===== src/rtl/spi_slave.sv =====
// ---------------------------------------------------------------------------
// spi_slave
// Oversampled SPI mode-0 slave. The SPI pins are brought into the clk domain
// through 2-flop synchronizers, and all serial activity is derived from edges
// detected there. clk must run at least 4x the SCK frequency.
//
// Each frame is 32 bits (4 bytes, MSB-first per byte):
//   - The received frame is reassembled little-endian (byte 0 -> rd_data[7:0])
//     and handed over through a one-deep rd_data / rd_data_available holding
//     register, which is released by rd_ack.
//   - The transmit side returns a status byte followed by a 24-bit payload
//     that the host pre-loads through a one-deep wr_data buffer.
//
// Ports
//   clk               system clock
//   reset             asynchronous active-high reset
//   SPI_SCK           SPI clock from master (asynchronous)
//   SPI_SS            active-low slave select (asynchronous)
//   SPI_MOSI          master-to-slave data (asynchronous)
//   SPI_MISO          slave-to-master data, low while deselected
//   wr_buffer_free    transmit buffer can accept a word
//   wr_en             write strobe for the transmit buffer
//   wr_data           24-bit transmit payload
//   rd_data_available an unacknowledged received frame is held
//   rd_ack            releases the held received frame
//   rd_data           last accepted received frame
// ---------------------------------------------------------------------------
module spi_slave (
    input  logic        clk,
    input  logic        reset,
    input  logic        SPI_SCK,
    input  logic        SPI_SS,
    input  logic        SPI_MOSI,
    output logic        SPI_MISO,
    output logic        wr_buffer_free,
    input  logic        wr_en,
    input  logic [23:0] wr_data,
    output logic        rd_data_available,
    input  logic        rd_ack,
    output logic [31:0] rd_data
);

    localparam int unsigned FRAME_BITS = 32;
    localparam int unsigned CNT_W      = 6;
    localparam int unsigned PAY_W      = 24;

    localparam logic [7:0] STATUS_DATA  = 8'h01;
    localparam logic [7:0] STATUS_EMPTY = 8'h00;

    // Synchronizer stages, plus one extra stage on SCK and SS for edge detection.
    logic sck_meta;
    logic sck_sync;
    logic sck_prev;
    logic ss_meta;
    logic ss_sync;
    logic ss_prev;
    logic mosi_meta;
    logic mosi_sync;

    // Frame tracking and data path state.
    logic              frame_active;
    logic [CNT_W-1:0]  bit_cnt;
    logic [31:0]       rx_shift;
    logic [31:0]       tx_shift;
    logic [PAY_W-1:0]  tx_buf;

    // Combinational helpers.
    logic        sck_rise_c;
    logic        sck_fall_c;
    logic        ss_fall_c;
    logic        ss_rise_c;
    logic        rx_bit_c;
    logic        frame_done_c;
    logic [31:0] rx_word_c;
    logic [31:0] rx_frame_c;
    logic [31:0] tx_load_c;
    logic        ack_c;

    // ------------------------------------------------------------------
    // Pin synchronizers and edge history
    // ------------------------------------------------------------------
    always_ff @(posedge clk or posedge reset) begin
        if (reset) begin
            sck_meta  <= 1'b0;
            sck_sync  <= 1'b0;
            sck_prev  <= 1'b0;
            ss_meta   <= 1'b0;
            ss_sync   <= 1'b0;
            ss_prev   <= 1'b0;
            mosi_meta <= 1'b0;
            mosi_sync <= 1'b0;
        end else begin
            sck_meta  <= SPI_SCK;
            sck_sync  <= sck_meta;
            sck_prev  <= sck_sync;
            ss_meta   <= SPI_SS;
            ss_sync   <= ss_meta;
            ss_prev   <= ss_sync;
            mosi_meta <= SPI_MOSI;
            mosi_sync <= mosi_meta;
        end
    end

    assign sck_rise_c = sck_sync & ~sck_prev;
    assign sck_fall_c = ~sck_sync & sck_prev;
    assign ss_fall_c  = ~ss_sync & ss_prev;
    assign ss_rise_c  = ss_sync & ~ss_prev;

    // ------------------------------------------------------------------
    // Receive path
    // ------------------------------------------------------------------
    // A bit is only taken inside a frame opened by an observed SS falling
    // edge, so a frame interrupted by reset is never resumed.
    assign rx_bit_c     = frame_active & sck_rise_c & (bit_cnt != CNT_W'(FRAME_BITS));
    assign frame_done_c = rx_bit_c & (bit_cnt == CNT_W'(FRAME_BITS - 1));
    assign rx_word_c    = {rx_shift[30:0], mosi_sync};

    // Shift register holds the first byte in its top byte; swap to little-endian.
    assign rx_frame_c = {rx_word_c[7:0], rx_word_c[15:8], rx_word_c[23:16], rx_word_c[31:24]};

    // Acks are meaningful only while a frame is held.
    assign ack_c = rd_ack & rd_data_available;

    // Frame window and bit counter
    always_ff @(posedge clk or posedge reset) begin
        if (reset) begin
            frame_active <= 1'b0;
            bit_cnt      <= '0;
            rx_shift     <= '0;
        end else begin
            if (ss_fall_c) begin
                frame_active <= 1'b1;
                bit_cnt      <= '0;
                rx_shift     <= '0;
            end else if (ss_rise_c) begin
                // Partial frames are simply dropped here.
                frame_active <= 1'b0;
                bit_cnt      <= '0;
            end else if (rx_bit_c) begin
                bit_cnt  <= bit_cnt + CNT_W'(1);
                rx_shift <= rx_word_c;
            end
        end
    end

    // Received-frame holding register
    always_ff @(posedge clk or posedge reset) begin
        if (reset) begin
            rd_data           <= '0;
            rd_data_available <= 1'b0;
        end else begin
            if (frame_done_c && (!rd_data_available || rd_ack)) begin
                // Free slot, or the old frame is being acked this cycle.
                rd_data           <= rx_frame_c;
                rd_data_available <= 1'b1;
            end else if (ack_c) begin
                rd_data_available <= 1'b0;
            end
        end
    end

    // ------------------------------------------------------------------
    // Transmit path
    // ------------------------------------------------------------------
    // Bytes go out status-first; the shift register is pre-ordered so the
    // whole word can be shifted out MSB-first.
    assign tx_load_c = wr_buffer_free
                     ? {STATUS_EMPTY, 24'h0}
                     : {STATUS_DATA, tx_buf[7:0], tx_buf[15:8], tx_buf[23:16]};

    // One-deep transmit buffer
    always_ff @(posedge clk or posedge reset) begin
        if (reset) begin
            tx_buf         <= '0;
            wr_buffer_free <= 1'b1;
        end else begin
            if (ss_fall_c && !wr_buffer_free) begin
                // Word consumed into the shift register.
                wr_buffer_free <= 1'b1;
            end else if (wr_en && wr_buffer_free) begin
                tx_buf         <= wr_data;
                wr_buffer_free <= 1'b0;
            end
        end
    end

    // MISO shifter: first bit presented at frame start, next bit on each SCK fall
    always_ff @(posedge clk or posedge reset) begin
        if (reset) begin
            tx_shift <= '0;
            SPI_MISO <= 1'b0;
        end else begin
            if (ss_fall_c) begin
                SPI_MISO <= tx_load_c[31];
                tx_shift <= {tx_load_c[30:0], 1'b0};
            end else if (!frame_active) begin
                // Unsent bits of an ended frame are dropped.
                SPI_MISO <= 1'b0;
                tx_shift <= '0;
            end else if (sck_fall_c) begin
                SPI_MISO <= tx_shift[31];
                tx_shift <= {tx_shift[30:0], 1'b0};
            end
        end
    end

endmodule


===== config.mk =====
export PLATFORM = sky130hd
export DESIGN_NAME = spi_slave
export DESIGN_NICKNAME = d
export VERILOG_FILES = /design/src/rtl/spi_slave.sv
export SDC_FILE = /design/constraint.sdc
export NUM_CORES = 1
export LEC_CHECK = 0
export ABC_AREA = 1
export CAP_MARGIN = 10
export CORE_MARGIN = 8
export CORE_UTILIZATION = 40
export CTS_CLUSTER_SIZE = 10
export DETAILED_ROUTE_END_ITERATION = 10
export RECOVER_POWER = 50
export SLEW_MARGIN = 20
export SYNTH_ARGS = -nofsm -noshare
export SYNTH_HDL_FRONTEND = slang
export SYNTH_SLANG_ARGS = --single-unit

===== constraint.sdc =====
create_clock -name clk -period 4.2 [get_ports clk]
set_input_delay 0.63 -clock clk [delete_from_list [all_inputs] [get_ports clk]]
set_output_delay 0.63 -clock clk [all_outputs]
set_load 0.05 [all_outputs]

Word-level counts from Yosys, hierarchy flattened
Index checks and enable logic that the tools add are counted.
Cells by class
  add/sub/neg operators: 1
  eq/ne operators: 4
  muxes and demuxes: 19
  bitwise logic cells: 13
  reduce and logical (&&, ||, !) cells: 13
Operator list (number)
  two-way mux 32 bit: 3
  two-way mux 31 bit: 3
  two-way mux 25 bit: 1
  two-way mux 6 bit: 3
  two-way mux 1 bit: 9
  bitwise AND 1 bit: 8
  nonzero test 2 bit: 4
  adder 6 x 1 -> 6 bit (second input constant): 1
  == test 6 x 5 -> 1 bit (second input constant): 1
  inequality test 6 bit (second input constant): 1
  inverter 1 bit: 5
  AND reduction 2 bit: 2
  logical AND 1 bit: 3
  inequality test 3 x 1 -> 1 bit (second input constant): 1
  nonzero test 3 bit: 1
  logical NOT 1 bit: 2
  inequality test 2 bit (second input constant): 1
  logical OR 1 bit: 1
Word-level totals
  bits in registers: 137
  input bits: 31
  output and inout port bits: 35
  logic and storage cells: 67

Depth between registers and ports, before layout
Gate-level depths: netlist (run 1).
  depth in word-level cells: 7
  gate-level depth with buffers: 10
  depth with buffers taken out: 8

Worst setup path after synthesis (run 1)
Ideal clock, no wire load.
  kind: register to register
  from: register wr_buffer_free
  to: register tx_shift[24]
  setup time: 121 ps
  data arrival time: 1480 ps
  required time: 4079 ps
  path slack: 2599 ps
  cell stages (with the launch flop): 7
  buffers on the path: 0
  clock period less this slack: 1601 ps
  cell sequence: dfstp_2 inv_1 nand2_1 clkinv_1 nand2_1 o21ai_0 a22o_1
On the way
  longest elaborated chain between the ends: 2
Ends and longest elaborated chain
  start, declared: RTL line 35  | output logic wr_buffer_free,
  start signal, assigned: RTL line 175  | wr_buffer_free <= 1'b1;
  start signal, assigned: RTL line 179  | wr_buffer_free <= 1'b1;
  start signal, assigned: RTL line 182  | wr_buffer_free <= 1'b0;
  two-way mux 25 bit: RTL line 168  | ? {STATUS_EMPTY, 24'h0}
  two-way mux 32 bit: RTL line 193  | if (ss_fall_c) begin
  end signal, assigned: RTL line 195  | tx_shift <= {tx_load_c[30:0], 1'b0};
  end signal, assigned: RTL line 202  | tx_shift <= {tx_shift[30:0], 1'b0};
  end, declared: RTL line 64  | logic [31:0] tx_shift;
No other way between the ends.
A chain may end at the register's enable or synchronous reset.

Worst setup path in the final report (run 1)
  from: register ss_sync
  to: register tx_shift[19]
On the way
  longest elaborated chain between the ends: 3
  elaborated cells between the ends (all ways): 4
  classes of those cells: eq/ne: 1; mux: 1; bitwise: 2
Ends and longest elaborated chain
  start, declared: RTL line 55  | logic ss_sync;
  start signal, assigned: RTL line 97  | ss_sync <= ss_meta;
  inverter 1 bit (*): RTL line 106  | assign ss_fall_c = ~ss_sync & ss_prev;
  bitwise AND 1 bit (*): RTL line 106
  net ss_fall_c: RTL line 70  | logic ss_fall_c;
  inequality test 3 x 1 -> 1 bit (no source line) / two-way mux 32 bit (equally long branches)
The timed path passes the listed nets; every way through them passes the cells marked *.

==> metrics.txt, run 1 <==
status finished, violations left; violated checks capacitance limit, slew limit; DR WL/cell 13.3 µm; worst vdd ir 0.248 mV; largest net degree at the start of global routing 96; Synth area leader dfrtp_1; Initial DRC Count around 320; Routed Antenna Nets 0; CTS clk-pin slew, worst paths 0.06 ns; Worst Max-Slew Pin Slew 1.85 ns; Post-Synth Adder-Cell Area less than 1%; worst path arrival time 2.99 ns; post-cts resize count 0; Worst-Skew Late Latency between 0.4 and 0.5 ns; global-route wire length before repair 20300 µm; height of the die 135 µm; sw power about 760 µW; Post-synth EDFFs 0; total of max-cap violations 1; Setup CP Type flip-flop to flip-flop; Syn Nets between 600 and 700; total CTS buffers 17; Synth Flop Type dfrtp_1; required time of the critical path 4.54 ns; XOR/XNOR share of the synthesized area less than 1%; final critical-path required period 2.65 ns; Setup-failing EPs final 0; Final Instance Count excl. Fillers a little under 900; RSZ-0062 raised after global routing no; root buf cell clkbuf_16; Setup crit end kind flip-flop; Simple-Gate Fraction of Synth Area 24.8%; Hold Path Class flip-flop to flip-flop; proportion of netlist area held by the largest area contributor between 50% and 60%; utilization after layout 50.8%; # Post-CTS Setup Buffers 0; main combinational cell family by area after synthesis simple AND/OR/NAND/NOR gates; post-synthesis compound-gate area fraction 6.78%; # port buffers 65; Async SR Flop Fraction 100%; slew margin rel. -23.7%; initial core utilization 40.9%; # rows 43; io pins 66; P_int 2.52 mW; mux share of post-synthesis cell area 0%; Filler cells 1263; Diodes inserted 0; Final Hold Fails 0; vias roughly 4300; largest cells by area after synthesis dfrtp_1 (60%), nand2_1 (16%), nand3_1 (3.8%), nand4_1 (3.8%), inv_1 (3.6%); Sink Count 136; post-placement cell area approximately 6400 µm²; Post-CTS Hold Buffers 0; clock skew ~0.012 ns; switching part of the total 23.1%; Design Area, Final 7020 µm²; vias per cell 4.93; Total Routed Length 11700 µm; fin crit share 63.1%; Commonest cells post-synth nand2_1 (235), dfrtp_1 (135), inv_1 (54), nand3_1 (43), nand4_1 (34); Cells after Synth 634; Critical Path Fanout Max 47; Final GP Congestion 0.782; Post-Place Cells 850; Syn Std Cell Area around 5600 µm²; Worst Setup Start Kind flip-flop; DRC Markers 0; Seq/Total Area, Yosys 60.3%; Die W 135 µm; die area 18200 µm²; CTS tree yes; final net count 724; Mean Syn Cell Area 8.91 µm²; footprint of the multi-input gates 1840 µm²; P&R area growth vs syn 24.2%; H-tree depth 4; share of layout cells above drive strength 1 6.41%; FF+latch count, synth 136; pwr/cell area 467 nW/µm²; Fmax achieved 0.377 GHz; clk buf depth 2; grt ovf 0; count leader, synth nand2_1; Static Leak around 3.5 nW; combinational share of power 8.2%; initial antenna violation count 0; clock network fraction of total power 47.7%; Cell variety after synth 24; vias in the first global route roughly 4300; Final HPWL DP 7300 µm; core area 13800 µm²; DRT Pass-1 Iters 5; sequential power share 44.1%; Seq. cell area around 3400 µm²; Yosys Warn Count 0; fin. max-slew vios 42; Total GRT Usage 13.7%; Setup TNS Final 0 ns
==> routing by layer <==
layer | vias up | wire, µm | global-route usage, %
met4 | 0 | 87 | 4.93
met3 | 5 | 601 | 4.64
met5 | - | 0 | 0
met1 | 2102 | 5450 | 17.3
li1 | 2161 | - | -
met2 | 81 | 5550 | 21.5
==> power by group through the flow <==
stage	Combinational, mW	Sequential (mW)	Clock (mW)
3_3_place_gp	0.270	1.47	0
5_1_grt	0.315	1.46	1.65
3_5_place_dp	0.276	1.47	0
4_1_cts	0.277	1.45	1.60
6_report	0.270	1.44	1.56
2_1_floorplan	0.197	1.46	0
==> path summary, 6_finish.rpt <==
check | from | endpoint | slack (ns) | cells after the start
max | ss_sync$_DFF_PP0_ | tx_shift[19]$_DFFE_PP0P_ | 1.55 | 8
min | mosi_meta$_DFF_PP0_ | mosi_sync$_DFF_PP0_ | 0.35 | 0
min in group asynchronous | reset | rx_shift[9]$_DFFE_PP0P_ | 1.14 | 2
max in group asynchronous | reset | rx_shift[29]$_DFFE_PP0P_ | 1.91 | 3
max reg2reg | ss_sync$_DFF_PP0_ | tx_shift[19]$_DFFE_PP0P_ | 1.55 | 8
min reg2reg | mosi_meta$_DFF_PP0_ | mosi_sync$_DFF_PP0_ | 0.35 | 0
==> flip-flops by register name, summed over array words and instances, names as in the netlist <==
register / count
mosi_meta: 1
sck_sync: 1
tx_shift: 31
rd_data_available: 1
sck_meta: 1
tx_buf: 24
ss_sync: 1
wr_buffer_free: 1
frame_active: 1
ss_prev: 1
rd_data: 32
bit_cnt: 6
mosi_sync: 1
SPI_MISO: 1
sck_prev: 1
rx_shift: 31
ss_meta: 1
==> stage by stage <==
| step | setup WS, ns | power [mW] | hold WS [ns] |
|---|---|---|---|
| after global routing | 1.23 | 3.42 | 0.353 |
| after floorplan | 1.88 | 1.66 | 0.331 |
| after global placement | 1.56 | 1.74 | 0.335 |
| after CTS | 1.49 | 3.32 | 0.353 |
| after detailed placement | 1.54 | 1.74 | 0.340 |
| final | 1.55 | 3.28 | 0.349 |
==> critical path: stages, from the launching register on <==
cell,delay [ns]
dfrtp_1,0.40
inv_1,0.06
ha_1,0.26
inv_1,0.16
nand2_1,0.71
nor2_4,0.15
inv_2,0.58
nand2_1,0.13
o21ai_1,0.10
==> layout by cell type (no fill, tap or decap) <==
master and count:
nand2_1 236, dfrtp_1 135, clkdlybuf4s50_1 61, inv_1 54, nand3_1 43, nand4_1 34
o21ai_0 33, o21ai_1 22, clkbuf_16 17, o22ai_1 15, nor2_1 9, inv_2 4
ha_1 4, clkinv_2 4, bufinv_16 4, dlygate4sd3_1 4, nor2_4 2, nand3_2 2
clkbuf_8 2, clkbuf_1 2, clkinvlp_4 2, buf_4 2, clkinv_1 1, a22o_1 1
nor2_2 1, clkinvlp_2 1, nor3_1 1, xor2_1 1, a21oi_1 1, clkinv_4 1
inv_6 1, buf_12 1, dfstp_2 1
==> area by class of cell <==
type	instances	share of cell area, %
Clock buffer	20	6.51
Multi-Input combinational cell	405	26.3
Sequential cell	136	48.5
Tap cell	180	3.21
Inverter	60	3.23
Clock inverter	12	2.46
Timing Repair Buffer	69	9.82
==> cell families after synthesis <==
| kind of cell | Yosys count |
|---|---|
| adders and majority gates | 4 |
| xor gates and xnor gates | 1 |
| AOI/OAI and AO/OA | 72 |
| DFF | 136 |
| and+or+nand+nor | 328 |
| buffers and inverters | 93 |
No activity file was read; power rests on OpenSTA's default activity.
==> inputs of run 2 (changes only) <==
Clock period 4.2 ns to 2.2 ns, I/O delays scaled along.
==> metrics.txt, run 2 (synthesis results as in run 1) <==
Final Hold Fails 0 (unchanged); global-route wire length before repair 20000 µm (-1.7%); vias 4380 (+0.71%); post-cts resize count 0 (unchanged); final critical-path required period 2.10 ns; Setup-failing EPs final 0 (unchanged); root buf cell clkbuf_16; DRC Markers 0 (unchanged); Worst R2R End tx_shift[1]$_DFFE_PP0P_; fin crit share between 90% and 100%; Worst Max-Slew Pin Slew 1.36 ns (-0.483 ns); initial core utilization 40.9% (unchanged); status finished clean; Critical Path Fanout Max 3 (-94%); pwr/cell area 885 nW/µm² (+89%); H-tree depth 4 (unchanged); Sink Count 136 (unchanged); Initial DRC Count 255 (-21%); Post-CTS Hold Buffers 0 (unchanged); Final GP Congestion 0.742 (-5.1%); # port buffers 65 (unchanged); # Post-CTS Setup Buffers 0 (unchanged); initial antenna violation count 0 (unchanged); # rows 43 (unchanged); Routed Antenna Nets 0 (unchanged); RSZ-0062 raised after global routing no; die area 18200 µm² (unchanged); Setup crit end kind primary output; Buf/Inv on CP 1 (-2); clk buf depth 2 (unchanged); reg2reg start ss_sync$_DFF_PP0_; GR Layer Usage met3 3.86% (-0.78 points); largest net degree at the start of global routing 71 (-26%); height of the die 135 µm (unchanged); Setup TNS Final 0 ns (unchanged); met1 usage 17.1% (-0.24 points); DR WL/cell 13.2 µm (-0.27%); reg-to-reg setup timing slack 0.33 ns (-1.22 ns); global route hottest layer met2; most frequent cells in the layout nand2_1 (235), dfrtp_1 (135), clkdlybuf4s50_1 (61); Total GRT Usage 13.5% (-0.25 points); Fmax achieved 0.475 GHz; vias in the first global route 4233 (-0.59%); hold path depth 0 (unchanged); GRT met2 Usage 21.3% (-0.25 points); io pins 66 (unchanged); CTS tree yes; max reg flops 32 (unchanged); worst vdd ir 0.513 mV (+110%); Worst-Skew Late Latency 0.42 ns (about the same); slew margin rel. 9.15% (+33 points); WHS Endpoint sck_sync$_DFF_PP0_; fin. max-slew vios 0 (-100%); core area 13800 µm² (unchanged); Diodes inserted 0 (unchanged); total CTS buffers 17 (unchanged); Die W 135 µm (unchanged); utilization after layout 51.2% (+0.43 points); final net count 734 (+1.4%); Largest regs rd_data x32, rx_shift x31, tx_shift x31; Max stage delay on crit path 0.82 ns (+0.11 ns); clock skew 0.00779 ns (-0.00448 ns); Hold Path Class flip-flop to flip-flop; grt ovf 0 (unchanged); hold wc startpoint sck_meta$_DFF_PP0_; Final Worst Setup Slack 0.0954 ns (-1.45 ns); Reg with most FFs rd_data; cell chain of the critical path clkdlybuf4s50_1; CTS clk-pin slew, worst paths 0.06 ns (about the same); Worst R2R Path Depth 7 (-1); DRT Pass-1 Iters 4 (-1); P&R area growth vs syn 25.3%; share of layout cells above drive strength 1 7.30% (+0.89 points); Placement Setup Slack 0.380 ns (-1.16 ns); Worst Setup Start Kind flip-flop; Static Leak 3.48 nW (+0.78%); kind of cell adding the most delay to the critical path buffers and inverters; Critical Path Slowest Stage Cell clkdlybuf4s50_1; worst path arrival time 1.77 ns (-1.22 ns); required time of the critical path 1.87 ns (-2.67 ns); vias per cell 4.91 (-0.42%); Setup CP Type flip-flop to primary output; hold slack 0.349 ns (+0.000226 ns); Total Routed Length 11800 µm (+0.86%); most common cell after layout, fill and taps aside nand2_1; Final HPWL DP 7660 µm (+4.8%); total of max-cap violations 0 (-1)
run 2: area by class of cell:
class                   count  area [µm²]
fillers                  1251        6750
flip-flops and latches    136        3400
multi-input cells         405        1850
repair buffers             79         754
clock buffers              20         447
inverters                  60         226
well taps                 180         225
clock inverters            12         175
run 2: where the power goes:
group / internal, mW / switching, mW / total [mW]
Sequential: 2.68 / 0.0807 / 2.76
Combinational: 0.183 / 0.349 / 0.532
Clock: 1.92 / 1.04 / 2.97
run 2: metal layers:
metal / vias up / share of wire, %
met1: 2100 / 47
met3: 10 / 4.5
met4: 0 / 1.3
met2: 89 / 47
li1: 2181 / -
met5: - / 0
run 2: through the flow:
stage	instances	power [mW]	instance area [µm²]
finish	892	6.26	7080
global route	892	6.53	7080
CTS	892	6.35	7120
detailed placement	860	3.35	6500
global placement	860	3.33	6500
floorplan	634	3.17	5650
run 2: worst max-delay path by stage:
stage / startpoint / end / slack (ns) / cells past startpoint
6_report: wr_buffer_free$_DFFE_PP1P_ / wr_buffer_free / 0.1 / 1
5_1_grt: wr_buffer_free$_DFFE_PP1P_ / wr_buffer_free / 0.05 / 1
4_1_cts: wr_buffer_free$_DFFE_PP1P_ / wr_buffer_free / 0.09 / 1
3_5_place_dp: ss_sync$_DFF_PP0_ / tx_shift[16]$_DFFE_PP0P_ / 0.38 / 8
3_3_place_gp: ss_sync$_DFF_PP0_ / tx_shift[24]$_DFFE_PP0P_ / 0.45 / 7
2_1_floorplan: reset / SPI_MISO$_DFFE_PP0P_ / 0.18 / 1
==> inputs of run 3 (changes only) <==
Settings changed: CORE_UTILIZATION 40 to 50, GPL_TIMING_DRIVEN from default to 0, PLACE_DENSITY from default to 0.75.
==> metrics.txt, run 3 (synthesis results as in run 1) <==
status finished clean; WP depth 1 (unchanged); slew margin rel. 28.8% (+20 points); Die W 122 µm (-9.3%); total of max-cap violations 0 (unchanged); final critical-path required period 2.09 ns (-0.0120 ns); P_int 4.72 mW (-1.4%); Worst R2R Path Depth 10 (+3); Max stage delay on crit path 0.81 ns (about the same); fin crit share 95.1% (-0.55 points); largest net degree at the start of global routing 34 (-52%); Total GRT Usage 18.0% (+4.5 points); fin. max-slew vios 0 (unchanged); DRT Pass-1 Iters 5 (+1); hold slack 0.347 ns (-0.00230 ns); core area 11200 µm² (-19%); most common cell after layout, fill and taps aside nand2_1; RSZ-0062 raised after global routing no; Static Leak 3.57 nW (+2.5%); CTS tree yes; max reg flops 32 (unchanged); combinational share of power 9.2% (+0.7 points); Reg with most FFs rd_data; Post-CTS Hold Buffers 0 (unchanged); Final GP Congestion 0.812 (+9.5%); clock network fraction of total power 46.2% (-1.2 points); Final Hold Fails 0 (unchanged); Critical Path Fanout Max 3 (unchanged); Sink Count 136 (unchanged); Total Routed Length 12700 µm (+7.4%); met1 wire length 5410 µm (-3.3%); global-route wire length before repair 21500 µm (+7.7%); Diodes inserted 0 (unchanged); worst path arrival time 1.76 ns (about the same); initial antenna violation count 0 (unchanged); Buf/Inv on CP 1 (unchanged); share of layout cells above drive strength 1 8.87% (+1.6 points); kind of cell adding the most delay to the critical path buffers and inverters; height of the die 122 µm (-9.3%); Worst Setup Start Kind flip-flop; required time of the critical path 1.87 ns (about the same); P&R area growth vs syn 26.4%; clk buf depth 2 (unchanged); # port buffers 65 (unchanged); sw power 1.48 mW (+0.35%); WHS Endpoint ss_sync$_DFF_PP0_; Worst-Skew Late Latency 0.41 ns (about the same); die area 15000 µm² (-18%); pwr/cell area 868 nW/µm² (-1.9%); root buf cell clkbuf_16; Setup crit end kind primary output; Fmax achieved 0.478 GHz (+0.57%); Filler cells 909 (-27%); hold wc startpoint ss_meta$_DFF_PP0_; DR WL/cell 14.5 µm (+9.4%); worst vdd ir 0.591 mV (+15%); hold path depth 0 (unchanged); footprint of the multi-input gates 1840 µm² (-0.27%); Setup TNS Final 0 ns (unchanged); Largest regs rd_data x32, rx_shift x31, tx_shift x31; Worst Max-Slew Pin Slew 1.06 ns (-0.300 ns); Routed Antenna Nets 0 (unchanged); Seq. cell area 3400 µm² (unchanged); DRC Markers 0 (unchanged); clock skew 0.00802 ns (+0.000225 ns); met2 wire length 6320 µm (+15%); reg2reg start ss_sync$_DFF_PP0_; vias 4631 (+5.7%); io pins 66 (unchanged); vias per cell 5.29 (+7.7%); Hold Path Class flip-flop to flip-flop; total CTS buffers 17 (unchanged); reg-to-reg setup timing slack 0.19 ns (-0.14 ns); vias in the first global route 4524 (+6.9%); H-tree depth 4 (unchanged); Setup-failing EPs final 0 (unchanged); Critical Path Slowest Stage Cell clkdlybuf4s50_1; grt ovf 0 (unchanged); post-cts resize count 0 (unchanged); Setup CP Type flip-flop to primary output; CTS clk-pin slew, worst paths 0.06 ns (about the same); Worst R2R End tx_shift[5]$_DFFE_PP0P_; # rows 39 (-9.3%); sequential power share 44.6% (+0.5 points); Initial DRC Count 417 (+64%); switching part of the total 23.9% (+0.33 points); Final HPWL DP 8780 µm (+15%); most frequent cells in the layout nand2_1 (236), dfrtp_1 (135), clkdlybuf4s50_1 (61); final net count 757 (+3.1%); # Post-CTS Setup Buffers 0 (unchanged); cell chain of the critical path clkdlybuf4s50_1; Top Layer Used met4; met3 wire length 769 µm (+44%); initial core utilization 50.3% (+9.5 points)
==> run 3: power by group through the flow <==
stage	registers (mW)	logic, mW	clock network [mW]
after floorplan	2.79	0.377	0
after global placement	2.80	0.532	0
after detailed placement	2.80	0.577	0
after CTS	2.76	0.585	2.91
after global routing	2.78	0.654	3.01
final	2.76	0.571	2.87
==> run 3: worst max path at each step <==
stage | from | to | slack, ns
after floorplan | reset | SPI_MISO$_DFFE_PP0P_ | 0.18
after global placement | reset | ss_meta$_DFF_PP0_ | -0.94
after detailed placement | wr_en | tx_buf[8]$_DFFE_PP0P_ | 0.28
after CTS | wr_buffer_free$_DFFE_PP1P_ | wr_buffer_free | 0.09
after global routing | ss_sync$_DFF_PP0_ | tx_shift[22]$_DFFE_PP0P_ | 0.05
final | wr_buffer_free$_DFFE_PP1P_ | wr_buffer_free | 0.11
==> run 3: metrics by stage <==
step | total power [mW] | setup slack (ns) | cell area (µm²) | cells | utilization, %
final | 6.20 | 0.107 | 7140 | 876 | 63.6
after global routing | 6.45 | 0.0519 | 7140 | 876 | 63.6
after CTS | 6.26 | 0.0900 | 7170 | 876 | 63.9
after detailed placement | 3.38 | 0.285 | 6570 | 846 | 58.5
after global placement | 3.33 | -0.944 | 6480 | 842 | 57.8
after floorplan | 3.17 | 0.178 | 5650 | 634 | -
==> run 3: area by class of cell <==
class / count / share of cell area [%]
flip-flops and latches: 136 / 47.7
multi-input cells: 405 / 25.8
repair buffers: 69 / 9.99
clock buffers: 19 / 6.34
inverters: 60 / 3.17
well taps: 143 / 2.51
plain buffers: 33 / 2.47
clock inverters: 11 / 2.05
==> run 3: routing by layer <==
layer	global-route usage, %	vias to the layer above
li1	-	2223
met1	22.8	2228
met2	29.3	162
met3	4.51	18
met4	6.93	0
met5	0	-
